**config.mk**
```make
export PLATFORM = sky130hd
export DESIGN_NAME = mem_port_arbiter
export DESIGN_NICKNAME = d
export VERILOG_FILES = /design/src/rtl/mem_port_arbiter_pkg.sv /design/src/rtl/mem_req_latch.sv /design/src/rtl/mem_port_arbiter.sv
export SDC_FILE = /design/constraint.sdc
export NUM_CORES = 1
export LEC_CHECK = 0
export CELL_PAD_IN_SITES_DETAIL_PLACEMENT = 1
export CELL_PAD_IN_SITES_GLOBAL_PLACEMENT = 2
export CORE_ASPECT_RATIO = 0.5
export CORE_UTILIZATION = 19
export CTS_CLUSTER_DIAMETER = 150
export DETAILED_ROUTE_END_ITERATION = 10
export PLACE_DENSITY_LB_ADDON = 0.08
export SYNTH_ARGS = -nofsm -noshare
export SYNTH_HDL_FRONTEND = slang
export SYNTH_HIERARCHICAL = 1
export SYNTH_SLANG_ARGS = --single-unit
export TNS_END_PERCENT = 1
```
**constraint.sdc**
```tcl
create_clock -name clk -period 2.3 [get_ports clk]
set_clock_uncertainty 0.1 [all_clocks]
set_input_delay 0.69 -clock clk [delete_from_list [all_inputs] [get_ports clk]]
set_output_delay 0.69 -clock clk [all_outputs]
set_load 0.005 [all_outputs]
```
**src/rtl/mem_port_arbiter_pkg.sv**
```systemverilog
// Shared bus types and arbiter constants for the memory port arbiter.
// Latency: n/a (types only).
// Backpressure: n/a (types only).
package mem_port_arbiter_pkg;

    localparam int STARVE_CNT_W = 4;

    typedef enum logic [1:0] {
        IDLE    = 2'd0,
        GRANT_I = 2'd1,
        GRANT_D = 2'd2
    } arb_state_t;

    typedef struct packed {
        logic        valid;
        logic [63:0] addr;
    } ibus_req_t;

    typedef struct packed {
        logic        addr_ok;
        logic        data_ok;
        logic [31:0] data;
    } ibus_resp_t;

    typedef struct packed {
        logic        valid;
        logic [63:0] addr;
        logic [2:0]  size;
        logic [7:0]  strobe;
        logic [63:0] data;
    } dbus_req_t;

    typedef struct packed {
        logic        addr_ok;
        logic        data_ok;
        logic [63:0] data;
    } dbus_resp_t;

    typedef struct packed {
        logic        valid;
        logic        is_write;
        logic [2:0]  size;
        logic [63:0] addr;
        logic [7:0]  strobe;
        logic [63:0] data;
    } cbus_req_t;

    typedef struct packed {
        logic        ready;
        logic        last;
        logic [63:0] data;
    } cbus_resp_t;

endpackage

```
**src/rtl/mem_req_latch.sv**
```systemverilog
// Captures the granted request fields and holds them for the whole transaction.
// Latency: fields visible the cycle after load.
// Backpressure: none; load is only pulsed by the arbiter on a grant.
module mem_req_latch
    import mem_port_arbiter_pkg::*;
(
    input  logic        clk,
    input  logic        reset,
    input  logic        load,
    input  logic [63:0] new_addr,
    input  logic [2:0]  new_size,
    input  logic [7:0]  new_strobe,
    input  logic [63:0] new_data,
    output logic [63:0] addr,
    output logic [2:0]  size,
    output logic [7:0]  strobe,
    output logic [63:0] data
);

    // Hold fields until the next grant so upstream changes cannot leak into memory.
    always_ff @(posedge clk or negedge reset) begin
        if (!reset) begin
            addr   <= '0;
            size   <= '0;
            strobe <= '0;
            data   <= '0;
        end else if (load) begin
            addr   <= new_addr;
            size   <= new_size;
            strobe <= new_strobe;
            data   <= new_data;
        end
    end

endmodule

```
**src/rtl/mem_port_arbiter.sv**
```systemverilog
// Arbitrates ibus fetches and dbus accesses onto one single-beat memory port.
// Latency: grant on the edge after a request, completion on ready+last (>= 2 cycles).
// Backpressure: requesters wait in IDLE; dbus wins unless ibus starved STARVE_MAX grants.
module mem_port_arbiter
    import mem_port_arbiter_pkg::*;
#(
    parameter int STARVE_MAX = 4
) (
    input  logic       clk,
    input  logic       reset,
    input  ibus_req_t  ireq,
    output ibus_resp_t iresp,
    input  dbus_req_t  dreq,
    output dbus_resp_t dresp,
    output cbus_req_t  mreq,
    input  cbus_resp_t mresp
);

    localparam logic [STARVE_CNT_W-1:0] STARVE_LIM = STARVE_CNT_W'(STARVE_MAX);
    localparam logic [STARVE_CNT_W-1:0] CNT_ONE    = STARVE_CNT_W'(1);

    arb_state_t              state;
    arb_state_t              state_nxt;
    logic [STARVE_CNT_W-1:0] starve_cnt;
    logic [STARVE_CNT_W-1:0] starve_nxt;
    logic                    load;
    logic                    sel_d;
    logic                    done;
    logic [63:0]             lat_addr;
    logic [2:0]              lat_size;
    logic [7:0]              lat_strobe;
    logic [63:0]             lat_data;

    // Completion only counts while a grant is outstanding; ready in IDLE is ignored.
    assign done = (state != IDLE) && mresp.ready && mresp.last;

    // State and starvation counter registers.
    always_ff @(posedge clk or negedge reset) begin
        if (!reset) begin
            state      <= IDLE;
            starve_cnt <= '0;
        end else begin
            state      <= state_nxt;
            starve_cnt <= starve_nxt;
        end
    end

    // Grant decision: dbus priority, ibus forced through once starve_cnt hits the limit.
    always_comb begin
        state_nxt  = state;
        starve_nxt = starve_cnt;
        load       = 1'b0;
        sel_d      = 1'b0;
        case (state)
            IDLE: begin
                if (!ireq.valid) begin
                    starve_nxt = '0;
                end
                if (dreq.valid && (!ireq.valid || (starve_cnt < STARVE_LIM))) begin
                    state_nxt = GRANT_D;
                    load      = 1'b1;
                    sel_d     = 1'b1;
                    if (ireq.valid && (starve_cnt < STARVE_LIM)) begin
                        starve_nxt = starve_cnt + CNT_ONE;
                    end
                end else if (ireq.valid) begin
                    state_nxt  = GRANT_I;
                    load       = 1'b1;
                    starve_nxt = '0;
                end
            end
            GRANT_I, GRANT_D: begin
                if (done) begin
                    state_nxt = IDLE;
                end
            end
            default: state_nxt = IDLE;
        endcase
    end

    mem_req_latch u_latch (
        .clk        (clk),
        .reset      (reset),
        .load       (load),
        .new_addr   (sel_d ? dreq.addr : ireq.addr),
        .new_size   (sel_d ? dreq.size : 3'b010),
        .new_strobe (sel_d ? dreq.strobe : 8'h00),
        .new_data   (sel_d ? dreq.data : 64'h0),
        .addr       (lat_addr),
        .size       (lat_size),
        .strobe     (lat_strobe),
        .data       (lat_data)
    );

    // Memory request and per-port response pulses; data is zero unless completing.
    always_comb begin
        mreq.valid    = (state != IDLE);
        mreq.is_write = (lat_strobe != 8'h00);
        mreq.size     = lat_size;
        mreq.addr     = lat_addr;
        mreq.strobe   = lat_strobe;
        mreq.data     = lat_data;
        iresp         = '0;
        dresp         = '0;
        if (done && (state == GRANT_I)) begin
            iresp.addr_ok = 1'b1;
            iresp.data_ok = 1'b1;
            iresp.data    = lat_addr[2] ? mresp.data[63:32] : mresp.data[31:0];
        end
        if (done && (state == GRANT_D)) begin
            dresp.addr_ok = 1'b1;
            dresp.data_ok = 1'b1;
            dresp.data    = mresp.data;
        end
    end

endmodule

```
# Yosys cells after proc, flatten, opt, wreduce, memory -nomap -nowiden
# Cells that the tools add are included.
[totals]
reg_bits = 145
latch_bits = 0
mem_bits_rw = 0
rom_bits = 0
input_bits = 273
out_inout_bits = 241
word_cells = 45
mem_count = 0
[classes]
addsub = 1
n_mul = 0
n_div = 0
magnitude_cmp = 1
eq_ne = 4
n_shift = 0
muxes = 20
bitwise_logic = 0
reduce_logical = 13
[op_table]
columns = ["op", "count"]
rows = [
  ["$mux W64", 2],
  ["$mux W66", 1],
  ["$mux W34", 1],
  ["$mux W32", 1],
  ["$mux W4", 4],
  ["$mux W8", 1],
  ["$reduce_bool A8 Y1", 1],
  ["$logic_and A1 B1 Y1", 6],
  ["$mux W2", 3],
  ["$mux W1", 5],
  ["$add A4 B1 Y4 const B", 1],
  ["$lt A4 B3 Y1 const B", 1],
  ["$pmux W2 S2", 1],
  ["$mux W3", 1],
  ["$ne A3 B3 Y1 const B", 1],
  ["$eq A2 B1 Y1 const B", 1],
  ["$eq A2 B2 Y1 const B", 1],
  ["$logic_not A2 Y1", 1],
  ["$ne A2 B2 Y1 const B", 1],
  ["$reduce_and A2 Y1", 1],
  ["$reduce_bool A2 Y1", 1],
  ["$reduce_or A2 Y1", 1],
  ["$logic_not A1 Y1", 1],
  ["$logic_or A1 B1 Y1", 1],
]

# Longest topological paths before layout
# Gate-level depths: netlist (run 1).
[depth]
depth_word = 6
ltp_mapped = 8
ltp_nobuf = 6

# Cells and area by module
# Netlist (run 1), hierarchy kept.
[modules_own_cells]
columns = ["mod", "instances", "cells_each", "area_each_um2"]
rows = [
  ["mem_req_latch", 1, 293, 5192.5],
  ["mem_port_arbiter", 1, 348, 2650.0],
]

# Worst setup path after synthesis (run 1)
# OpenSTA, ideal clock, no wires.
[synth_path]
path_kind = "register to output"
startpoint = "reg state[0]"
endpoint = "out dresp[16] (netlist name)"
arrival_time_ns = 1.513
required_ns = 1.510
setup_slack_ns = -0.003
path_stages_with_launch = 7
path_cell_list = "dfrtp_1 > inv_1 > ha_1 > and3b_1 > buf_2 > clkbuf_1 > and3_1"
[synth_lines]
columns = ["element", "line_no", "rtl"]
rows = [
  ["start, declared", "mem_port_arbiter.sv:22", "arb_state_t state;"],
  ["start signal, assigned", "mem_port_arbiter.sv:43", "state <= state_nxt;"],
  ["end, declared", "mem_port_arbiter.sv:14", "output dbus_resp_t dresp,"],
]

==> results.yml, run 1 <==
run_status:
  status: "finished with violations"
  violations: "negative setup slack"
synth:
  yosysTopAreaCell: "dfrtp_1"
  yosysWarnings: 6
  netlist_top_cells_count: "mux2_2, dfrtp_1, and2_1"
  syn_avg_cell_area_um2: 12.2
  synth_edf_count: 0
  syn-instance-count: 641
  synthesis.area_mm2: 0.00784
  syn-num-nets: 918
  synth_top_flop_cell: "dfrtp_1"
  synth_top_cell_area_share: 0.463
  ys_ff_latch: 145
  ys_seq_area_frac: 0.463
  synthTopCellsByArea: "dfrtp_1, mux2_2, and2_1, and3_1, mux2_1"
  synth_most_common_cell: "mux2_2"
  synth-async-reset-ratio: 1.00
  ys_types: 31
setup_path:
  path_cells: "inv_2 > ha_4 > and3b_2 > buf_6 > clkbuf_16 > and3_1 > clkdlybuf4s15_2"
  critPathTopFamily: "buffers and inverters"
  critPathBufInv: 4
  path_max_fanout: 8
  critPathLaunchType: "register"
  cp-end-kind: "output pin"
  arrival_ns: 2.02
  crit_path_top_delay_cell: "dfrtp_1"
  critical_path_required_ns: 1.51
  slowest_delay_ns: 0.36
  crit_type: "reg2out"
clocking:
  clk_pin_slew_worst_paths_ns: 0.06
  cts_hold_buf: 0
  tritoncts: "done"
  clock_sinks: 145
  root_buffer: "clkbuf_16"
  clkLatencyLatePin_ns: 0.43
  cts_made_buffers: 17
  ctsHtreeMaxLevel: 4
  cts.path.max_buffers: 2
power_and_ir_drop:
  powerDensity_mw_per_mm2: 1110
  vdd_drop_max_uv: 483
  p_leak_nw: 6.48
grt:
  track_usage: 0.156
  grt_start_max_net_pins: 58
  grt_pass1_wl_um: 49600
  antenna_found_initial: 6
  grt_overflow_total: 0
  grt_pass1_vias: 7780
run:
  max_cap_viol_count: 0
detailed_routing:
  final_antenna_net_count: 0
  wl_um: 33800
  drt-initial-drc-count: 209
  vias: 7120
  drt_pass1_iterations: 4
  avgRoutedWirePerCell_um: 19.4
  vias_per_cell: 4.09
  route.detailed.drc: 0
layout:
  area_growth_pct: 86.3
  fin_util: 0.360
  drive_above_1_share: 0.325
  fin_area_mm2: 0.0146
  fin_nets: 1460
  num-fill-cells: 4415
floorplan:
  die_area_mm2: 0.0421
  rows: 52
  placeableCoreArea_mm2: 0.0405
  start_util: 0.193
  die_y_um: 146
  pin_count: 514
  die_w_um: 289
sta:
  hold_ws_ns: 0.0579
  timing.slew.headroom: 0.719
  hold_viol: 0
  fmax_mhz: 355
  rsz0062_at_grt: "yes"
  layout_setup_ws_ns: -0.513
  setup_violations: 100
  min_period_ns: 2.81
  period_share: 1.22
  tns_ns: -42.39
  slew_violations: 0
  worstMarginPinSlew_ns: 0.421
place:
  dp_hpwl_um: 26200
  dp_worst_setup_slack_ns: -0.962
  gp_congestion: 0.772
  io_buffers: 513
  placed_cell_area_mm2: 0.0139
worst_hold_path:
  min_path_type: "in2async"
-- where the power goes --
part / total (mW) / switching (mW) / internal, mW
Clock: 2.99 / 1.14 / 1.85
Sequential: 4.46 / 0.668 / 3.80
Combinational: 8.81 / 3.29 / 5.52
-- routing by layer --
metal  routed length, um  vias to the layer above  share of wire  track usage
met5                  13                        -        0.00038            0
met4                 730                        2          0.022       0.0508
met3                1530                       32          0.045       0.0306
met2               19600                      177           0.58        0.314
met1               12000                     3579           0.35        0.158
li1                    -                     3330              -            -
-- through the flow --
stage          cells  total power [mW]
2_1_floorplan    641              8.33
3_3_place_gp    1691              13.2
3_5_place_dp    1691              13.3
4_1_cts         1728              16.5
5_1_grt         1741              17.3
6_report        1741              16.3
-- kinds of logic after synthesis --
| group | Yosys count | share of synthesized area |
|---|---|---|
| muxes | 235 | 0.332 |
| and+or+nand+nor | 187 | 0.138 |
| buffers and inverters | 59 | 0.0509 |
| adders and majority gates | 4 | 0.00638 |
| DFF | 145 | 0.463 |
| AOI/OAI and AO/OA | 11 | 0.00941 |
-- registers in the layout, summed over array words and instances, names as in the netlist --
| signal | flops |
|---|---|
| u_latch/strobe | 8 |
| u_latch/data | 64 |
| starve_cnt | 4 |
| u_latch/addr | 64 |
| u_latch/size | 3 |
| state | 2 |
-- cell type report --
cell class / instances / area, um2 / share of cell area
repair buffers: 576 / 5700 / 0.390
multi-input cells: 437 / 3940 / 0.270
flip-flops and latches: 145 / 3630 / 0.248
well taps: 540 / 676 / 0.0462
clock buffers: 23 / 498 / 0.0341
clock inverters: 9 / 128 / 0.00874
inverters: 6 / 22.5 / 0.00154
diodes: 5 / 12.5 / 0.000856
-- layout by cell type (no fill, tap or decap), types with 4 or more instances in the layout --
cell type          n
mux2i_1           32
clkbuf_8           5
dfrtp_1          144
nor2_1            25
inv_2              4
and3_1            53
clkbuf_16         19
buf_12            20
mux2_1            34
and2_1            74
buf_6             20
clkdlybuf4s50_1  407
buf_2             29
mux2_2           169
clkdlybuf4s15_1    9
nor2_2             8
dlygate4sd2_1      4
buf_4             37
clkdlybuf4s15_2   19
clkbuf_2          25
nand2_1            4
and3_4            11
diode_2            5
-- repair_timing --
action                     in CTS  in global routing
setup buffers                   3                  7
resized for setup             283                101
setup endpoints to repair     110                159
pin swaps                       6                  7
cloned                          2                  3
-- final timing paths --
check	from	end	slack (ns)	cells past startpoint
min in group clk	u_latch/addr[4]	u_latch/addr[4]	0.40	1
max reg2reg	state[1]	u_latch/addr[48]	0.01	9
min reg2reg	u_latch/addr[4]	u_latch/addr[4]	0.40	1
min	reset	u_latch/addr[61]	0.06	1
max	state[0]	dresp[2]	-0.51	7
max in group asynchronous	reset	u_latch/strobe[6]	1.43	2
Note: power is estimated with default switching activity, not from simulation.
==> run 2, diff against run 1 <==
--- a/config.mk
+++ b/config.mk
@@ -11,7 +11,7 @@
 export CORE_UTILIZATION = 19
 export CTS_CLUSTER_DIAMETER = 150
 export DETAILED_ROUTE_END_ITERATION = 10
-export PLACE_DENSITY_LB_ADDON = 0.08
+export PLACE_DENSITY = 0.84
 export SYNTH_ARGS = -nofsm -noshare
 export SYNTH_HDL_FRONTEND = slang
 export SYNTH_HIERARCHICAL = 1
==> results.yml, run 2 (synthesis gave the netlist of run 1 again) <==
run_status:
  status: "finished with violations"
  violations: "negative setup slack"
layout:
  n_antenna_cell: 0
  num-fill-cells: 4408
  drive_above_1_share: 0.378
  final_common_cell: "clkdlybuf4s50_1"
  fin_nets: 1466
  fin_cells: 1742
  layout.cells.most_common_list: "clkdlybuf4s50_1, mux2_2, dfrtp_1"
  multi_input_area_mm2: 0.00417
  area_growth_pct: 91.2
  reg.largest.list: "u_latch/addr: 64 flops, u_latch/data: 64 flops, u_latch/strobe: 8 flops"
  regArea_mm2: 0.00363
power_and_ir_drop:
  combPwrFrac: 0.551
  sw_frac_of_total: 0.337
  p_leak_nw: 6.45
  total_power_mw: 16.4
  p_sw_mw: 5.54
  intPower_mw: 10.9
  clkPwrFrac: 0.171
  powerDensity_mw_per_mm2: 1100
  vdd_drop_max_uv: 389
  seq_power_share: 0.278
floorplan:
  die_y_um: 146
  die_area_mm2: 0.0421
  rows: 52
  placeableCoreArea_mm2: 0.0405
  die_w_um: 289
  start_util: 0.193
  pin_count: 514
grt:
  met1_usage: 0.181
  grt_pass1_wl_um: 52400
  grt.met3_usage: 0.0293
  grt_pass1_vias: 8173
  grt_start_max_net_pins: 59
  busiest_layer: "met2"
  track_usage: 0.169
  antenna_found_initial: 1
  grtUsageMet2: 0.327
  grt_overflow_total: 0
sta:
  setup_violations: 150
  timing.slew.headroom: 0.685
  layout_setup_ws_ns: -0.586
  rsz0062_at_grt: "yes"
  period_share: 1.25
  slew_violations: 0
  hold_viol: 0
  worstMarginPinSlew_ns: 0.472
  min_period_ns: 2.89
  fmax_mhz: 347
place:
  gp_congestion: 0.937
  dp_cells: 1689
  dp_hpwl_um: 27600
  io_buffers: 513
setup_path:
  critPathLaunchType: "register"
  rrSetupSlack_ns: -0.09
  path_max_fanout: 4
  crit_type: "reg2out"
  cp-end-kind: "output pin"
  arrival_ns: 2.10
  critical_path_required_ns: 1.51
detailed_routing:
  vias_per_cell: 4.15
  drt-initial-drc-count: 287
  route.detailed.drc: 0
  avgRoutedWirePerCell_um: 20.6
  final_antenna_net_count: 0
  vias: 7222
  wl_um: 36000
  drt_pass1_iterations: 4
clocking:
  root_buffer: "clkbuf_16"
  cts_hold_buf: 0
  cts_made_buffers: 17
  clkLatencyLatePin_ns: 0.44
  ctsHtreeMaxLevel: 4
  tritoncts: "done"
  cts.path.max_buffers: 2
  clock_sinks: 145
  clk_pin_slew_worst_paths_ns: 0.07
worst_hold_path:
  min_path_type: "in2async"
run:
  max_cap_viol_count: 0
run 2: cell types whose count changed in the layout (fill, tap and decap cells not counted), moves of 12 or more:
cell / change
nor2_1: -15
nor2_2: +15
and3_1: -40
buf_6: +25
buf_2: -22
clkbuf_2: +12
and3_4: +40
run 2: final cells by class:
class,count,share of cell area
clock inverter,14,0.00976
timing repair buffer,582,0.395
tap,540,0.0450
multi-input combinational,437,0.278
sequential,145,0.242
clock buffer,18,0.0293
inverter,6,0.00150
run 2: what timing repair did:
item                                    4_1_cts  5_1_grt
pin swaps                                    20        3
endpoints found under the setup margin      140      216
resized for setup                           388      108
cloned                                        9        0
buffers inserted                             11        1
run 2: per-layer routing:
metal,up-vias,wire length [um]
met1,3687,13100
met2,144,20600
met3,51,1260
met5,-,0
met4,0,1010
li1,3340,-
run 2: per-stage QoR:
stage          instance area [um2]  worst slack [ns]   util  setup TNS, ns  hold slack (ns)
2_1_floorplan                 7840          -0.00283      -         -0.113            0.294
3_3_place_gp                 13800            -0.917  0.341        -130.11            0.374
3_5_place_dp                 13800            -0.919  0.341        -138.28            0.395
4_1_cts                      14900            -0.596  0.369         -53.73           0.0727
5_1_grt                      15000            -0.658  0.370         -62.14           0.0858
6_report                     15000            -0.586  0.370         -48.34           0.0809
run 2: path summary, 6_finish.rpt:
kind                                  start                to  depth (start not counted)
max                                state[0]          dresp[6]                          9
min                                   reset  u_latch/addr[37]                          1
max reg2reg                        state[0]  u_latch/addr[54]                          9
min reg2reg                u_latch/addr[31]  u_latch/addr[31]                          1
max in group asynchronous             reset  u_latch/data[38]                          2
min in group clk           u_latch/addr[31]  u_latch/addr[31]                          1
run 2: power groups by stage:
stage / Combinational [mW] / Sequential [mW] / Clock, mW
after global placement: 8.39 / 4.51 / 0
after global routing: 9.57 / 4.74 / 3.03
after floorplan: 3.80 / 4.53 / 0
final: 9.05 / 4.57 / 2.82
after detailed placement: 8.64 / 4.62 / 0
after CTS: 9.11 / 4.58 / 2.92
run 2: critical path, stage by stage, from the launching register on:
cell	delay [ns]
dfrtp_1	0.39
inv_2	0.09
ha_4	0.13
and3b_2	0.22
buf_6	0.13
buf_12	0.14
buf_16	0.14
buf_8	0.13
and3_4	0.17
buf_6	0.11
